<file path="config.mk">
export PLATFORM = sky130hd
export DESIGN_NAME = sdram_arbit
export DESIGN_NICKNAME = d
export VERILOG_FILES = /design/src/rtl/sdram_arbit.sv
export SDC_FILE = /design/constraint.sdc
export NUM_CORES = 1
export LEC_CHECK = 0
export CAP_MARGIN = 15
export CORE_MARGIN = 3
export CORE_UTILIZATION = 25
export CTS_BUF_LIST = sky130_fd_sc_hd__clkbuf_8
export CTS_CLUSTER_SIZE = 40
export DETAILED_ROUTE_END_ITERATION = 8
export PLACE_DENSITY = 0.74
export SLEW_MARGIN = 20
export SYNTH_ARGS = -nofsm -noshare
export SYNTH_HDL_FRONTEND = slang
export SYNTH_SLANG_ARGS = --single-unit
</file>
<file path="constraint.sdc">
create_clock -name sysclk_100M -period 1.9 [get_ports sysclk_100M]
set_input_delay 0.38 -clock sysclk_100M [delete_from_list [all_inputs] [get_ports sysclk_100M]]
set_output_delay 0.38 -clock sysclk_100M [all_outputs]
set_load 0.02 [all_outputs]
</file>
<file path="src/rtl/sdram_arbit.sv">
// SDRAM command-bus arbiter: the init sequence owns the pins until init_end, then
// refresh, write and read are granted one at a time via req/ack/end handshakes.
module sdram_arbit #(
    parameter logic [3:0] CMD_NOP = 4'b0111,
    parameter int         ADDR_W  = 13
) (
    input  logic              sysclk_100M,
    input  logic              rst,

    input  logic [3:0]        init_cmd,
    input  logic [ADDR_W-1:0] init_addr,
    input  logic [1:0]        init_bank,
    input  logic              init_end,

    input  logic              arbit_ref_req,
    output logic              arbit_ref_ack,
    input  logic              arbit_ref_end,
    input  logic [3:0]        ref_cmd,
    input  logic [ADDR_W-1:0] ref_addr,
    input  logic [1:0]        ref_bank,

    input  logic              arbit_write_req,
    output logic              arbit_write_ack,
    input  logic              arbit_write_end,
    input  logic [3:0]        wr_cmd,
    input  logic [ADDR_W-1:0] wr_addr,
    input  logic [1:0]        wr_bank,

    input  logic              arbit_read_req,
    output logic              arbit_read_ack,
    input  logic              arbit_read_end,
    input  logic [3:0]        rd_cmd,
    input  logic [ADDR_W-1:0] rd_addr,
    input  logic [1:0]        rd_bank,

    output logic [3:0]        cmd_reg,
    output logic [ADDR_W-1:0] sdram_addr,
    output logic [1:0]        sdram_bank_addr,
    output logic              sdram_cke
);

    typedef enum logic [2:0] {
        ST_INIT,
        ST_ARBIT,
        ST_AREF,
        ST_WRITE,
        ST_READ
    } state_t;

    state_t r_state;
    state_t w_state_nxt;
    logic   r_last_wr;
    logic   r_ref_ack;
    logic   r_write_ack;
    logic   r_read_ack;
    logic   r_cke;

    always_ff @(posedge sysclk_100M) begin
        // NOTE: non-blocking assignment so every flop samples pre-edge values.
        if (rst) begin
            r_state <= ST_INIT;
        end else begin
            r_state <= w_state_nxt;
        end
    end

    always_comb begin
        // NOTE: default first, so no branch leaves w_state_nxt unassigned (no latch).
        w_state_nxt = r_state;
        case (r_state)
            ST_INIT: begin
                if (init_end) begin
                    w_state_nxt = ST_ARBIT;
                end
            end
            ST_ARBIT: begin
                // Refresh wins outright; write/read alternate when both are waiting.
                if (arbit_ref_req) begin
                    w_state_nxt = ST_AREF;
                end else if (arbit_write_req && arbit_read_req) begin
                    w_state_nxt = r_last_wr ? ST_READ : ST_WRITE;
                end else if (arbit_write_req) begin
                    w_state_nxt = ST_WRITE;
                end else if (arbit_read_req) begin
                    w_state_nxt = ST_READ;
                end
            end
            ST_AREF: begin
                if (arbit_ref_end) begin
                    w_state_nxt = ST_ARBIT;
                end
            end
            ST_WRITE: begin
                if (arbit_write_end) begin
                    w_state_nxt = ST_ARBIT;
                end
            end
            ST_READ: begin
                if (arbit_read_end) begin
                    w_state_nxt = ST_ARBIT;
                end
            end
            default: w_state_nxt = ST_INIT;
        endcase
    end

    always_ff @(posedge sysclk_100M) begin
        if (rst) begin
            r_ref_ack   <= 1'b0;
            r_write_ack <= 1'b0;
            r_read_ack  <= 1'b0;
            r_last_wr   <= 1'b0;
            r_cke       <= 1'b0;
        end else begin
            r_ref_ack   <= (w_state_nxt == ST_AREF);
            r_write_ack <= (w_state_nxt == ST_WRITE);
            r_read_ack  <= (w_state_nxt == ST_READ);
            r_cke       <= 1'b1;
            if (r_state == ST_ARBIT && w_state_nxt == ST_WRITE) begin
                r_last_wr <= 1'b1;
            end else if (r_state == ST_ARBIT && w_state_nxt == ST_READ) begin
                r_last_wr <= 1'b0;
            end
        end
    end

    assign arbit_ref_ack   = r_ref_ack;
    assign arbit_write_ack = r_write_ack;
    assign arbit_read_ack  = r_read_ack;
    assign sdram_cke       = r_cke;

    // Output mux follows the state register, so a grant's first cycle already drives its command.
    always_comb begin
        cmd_reg         = CMD_NOP;
        sdram_addr      = '0;
        sdram_bank_addr = 2'b00;
        case (r_state)
            ST_INIT: begin
                cmd_reg         = init_cmd;
                sdram_addr      = init_addr;
                sdram_bank_addr = init_bank;
            end
            ST_AREF: begin
                cmd_reg         = ref_cmd;
                sdram_addr      = ref_addr;
                sdram_bank_addr = ref_bank;
            end
            ST_WRITE: begin
                cmd_reg         = wr_cmd;
                sdram_addr      = wr_addr;
                sdram_bank_addr = wr_bank;
            end
            ST_READ: begin
                cmd_reg         = rd_cmd;
                sdram_addr      = rd_addr;
                sdram_bank_addr = rd_bank;
            end
            default: begin
                cmd_reg         = CMD_NOP;
                sdram_addr      = '0;
                sdram_bank_addr = 2'b00;
            end
        endcase
    end

endmodule

</file>
==> flow_summary.ini, run 1 <==
[synth]
ys_warn_count = 0
yosysUniqueCellTypes = 24
synth.avg_cell_area_sq_um = 6.59
syn_area_sq_um = 968
ys_seq_elements = 8
synth_edf_count = 0
synth_nets = 232
yosysSeqAreaShare = 0.165
synthFlopType = dfxtp_1
synthCells = 147
async_flop_share = 0

[clock_network]
root_buffer = clkbuf_8
clkTransAtPathRegs_ns = 0.04
cts_inserted_buffers = 3
clock_latency_ns = 0.23
htree_levels = 1
cts.sinks = 8
clock_tree.buffer_depth = 2
cts_tree = yes

[critical_path]
cpPeakStageDelay_ns = 0.40
critical_path.endpoint_type = primary output
crit_chain = clkdlybuf4s50_1 > nor2b_1 > a211oi_1 > a21oi_1 > o22a_1 > buf_4
path_max_fanout = 1
crit_family = buffers and inverters
path_class = input pin to primary output
slowest_stage = clkdlybuf4s50_1
worstPathRequired_ns = 1.52
crit_buf_inv = 2
crit_path_start_kind = input pin
worstRegToRegCells = 6
cp.depth = 6
cp.arrival_ns = 1.51

[outcome]
outcome = finished clean

[final_layout]
nets = 347
antenna_cells = 0
area_growth_pct = 122
drive_above_1_share = 0.185
layout_commonest_cell = clkdlybuf4s50_1
layout_common_cells = clkdlybuf4s50_1, nor2_1, nand2_1
n_fill_cell = 362
stdcell_count = 306
fin_util = 0.611

[placement]
place.gp.congestion = 0.738
place_ws_ns = -0.444
portBuffers = 107
dp_hpwl_mm = 3.41
dp_cells = 300

[die]
die_w_um = 68.2
ios = 108
die_h_um = 68.2
die-area_sq_mm = 0.00466
rows = 21
initial_core_util = 0.275
core_sq_mm = 0.00352

[sta]
slew_headroom = 0.797
fin_skew_ns = 0.00118
finalMaxSlewViolations = 0
period_needed_ns = 1.89
grt_setup_unrepaired = yes
fmax_ghz = 0.528
timing.final.hold_violations = 0
postLayoutSetupSlackWorst_ns = 0.00592
worst_pin_slew_ns = 0.304
finalCritPeriodShare = 0.997
setup_viol = 0

[power]
finalPower_w = 0.000985
ir_drop_v = 0.000393
power_density_mw_per_mm2 = 458
p_leak_nw = 0.836

[routing]
wirelength_mm = 4.26
wl_per_cell_um = 13.9
vias_per_cell = 4.82
drtAntennaViolNets = 0
drc = 0
dr.pass1.iters = 4
drt_iter0_drc = 50
vias = 1475

[min_path]
holdPathStages = 2
hold_class = flop to flop

[global_routing]
antenna_found_initial = 0
grt_max_degree = 19
track_usage = 0.172
grt_pass1_wl_mm = 6.10
gr-total-overflow = 0
grt_pass1_vias = 1432

[run]
cap_violations = 0
[power breakdown]
group	switching [W]	internal, W	total [W]	leakage [nW]
Clock	0.0000689	0.000137	0.000206	0.0216
Sequential	0.00000809	0.000180	0.000188	0.0664
Combinational	0.000264	0.000327	0.000591	0.748
[metal layers]
metal	wire [um]	global-route usage	vias to the layer above
li1	-	-	744
met1	1640	0.188	654
met2	2110	0.303	67
met3	398	0.0542	10
met4	114	0.0744	0
met5	0	0	-
[layout make-up]
class / instances / area [sq um] / area share
tap: 46 / 57.6 / 0.0268
inverter: 2 / 7.51 / 0.00349
clock buffer: 3 / 41.3 / 0.0192
multi-input combinational: 124 / 739 / 0.344
sequential: 8 / 165 / 0.0768
timing repair buffer: 123 / 1140 / 0.530
[cell usage after synthesis, types with 3 or more instances]
cell       n  area [sq um]
buf_4      3          22.5
o21ai_0   19          95.1
nor3_1     3          15.0
mux2i_1   19           190
a21oi_1   21           105
and2_1     3          18.8
nor2b_1    3          18.8
nand2_1   21          78.8
nor2_1    21          78.8
buf_2      5          25.0
dfxtp_1    8           160
o22a_1     3          26.3
clkbuf_1   3          11.3
a211oi_1   3          22.5
[tightest hold or removal path: cells and delay by family (launching register included)]
family,cells,cell delay [ns]
AOI/OAI and AO/OA,2,0.15
DFF,1,0.29
[worst paths after layout]
kind	startpoint	end	slack [ns]
min reg2reg	r_last_wr$_SDFFE_PP0P_	r_last_wr$_SDFFE_PP0P_	0.50
min	r_last_wr$_SDFFE_PP0P_	r_last_wr$_SDFFE_PP0P_	0.50
max reg2reg	r_state[2]$_SDFF_PP0_	arbit_ref_ack$_SDFF_PP0_	0.31
max	init_cmd[2]	cmd_reg[2]	0.006
[timing repair]
action / 4_1_cts / 5_1_grt
buffers inserted: 3 / 0
gates resized for setup: 83 / 21
pin swaps: 1 / 0
cloned: 0 / 0
hold buffers: 0 / 0
setup endpoints to repair: 19 / 19
[sequential cells by signal, summed over array words and instances, names as in the netlist]
name	count
arbit_ref_ack	1
sdram_cke	1
arbit_write_ack	1
r_last_wr	1
arbit_read_ack	1
r_state	3
[logic make-up (layout without fill, tap and decap cells)]
logic type,count (synthesis),in the layout,synth area share
flip-flops,8,8,0.165
AO/OA/AOI/OAI,50,50,0.301
multiplexers,19,19,0.196
buffers and inverters,15,128,0.0840
AND/OR/NAND/NOR,55,55,0.253
[metrics by stage]
stage	hold slack [ns]	TNS, ns	cell area, sq um
after global routing	0.512	-0.0729	2150
after detailed placement	0.483	-5.74	2150
final	0.496	0	2150
after CTS	0.494	0	2230
after floorplan	0.453	0	968
after global placement	0.478	-5.49	2150
(Power assumes the default switching activity.)
==> run 2, diff against run 1 <==
CTS_BUF_LIST = unset   (was sky130_fd_sc_hd__clkbuf_8)
==> results of run 2 <==
Same layout as run 1: the final DEF is identical, and so are final timing and power.
==> run 3, diff against run 2 <==
CAP_MARGIN = 20   (was 15)
GPL_TIMING_DRIVEN = 1   (was unset)
==> results of run 3 <==
Same layout as run 1: the final DEF is identical, and so are final timing and power.
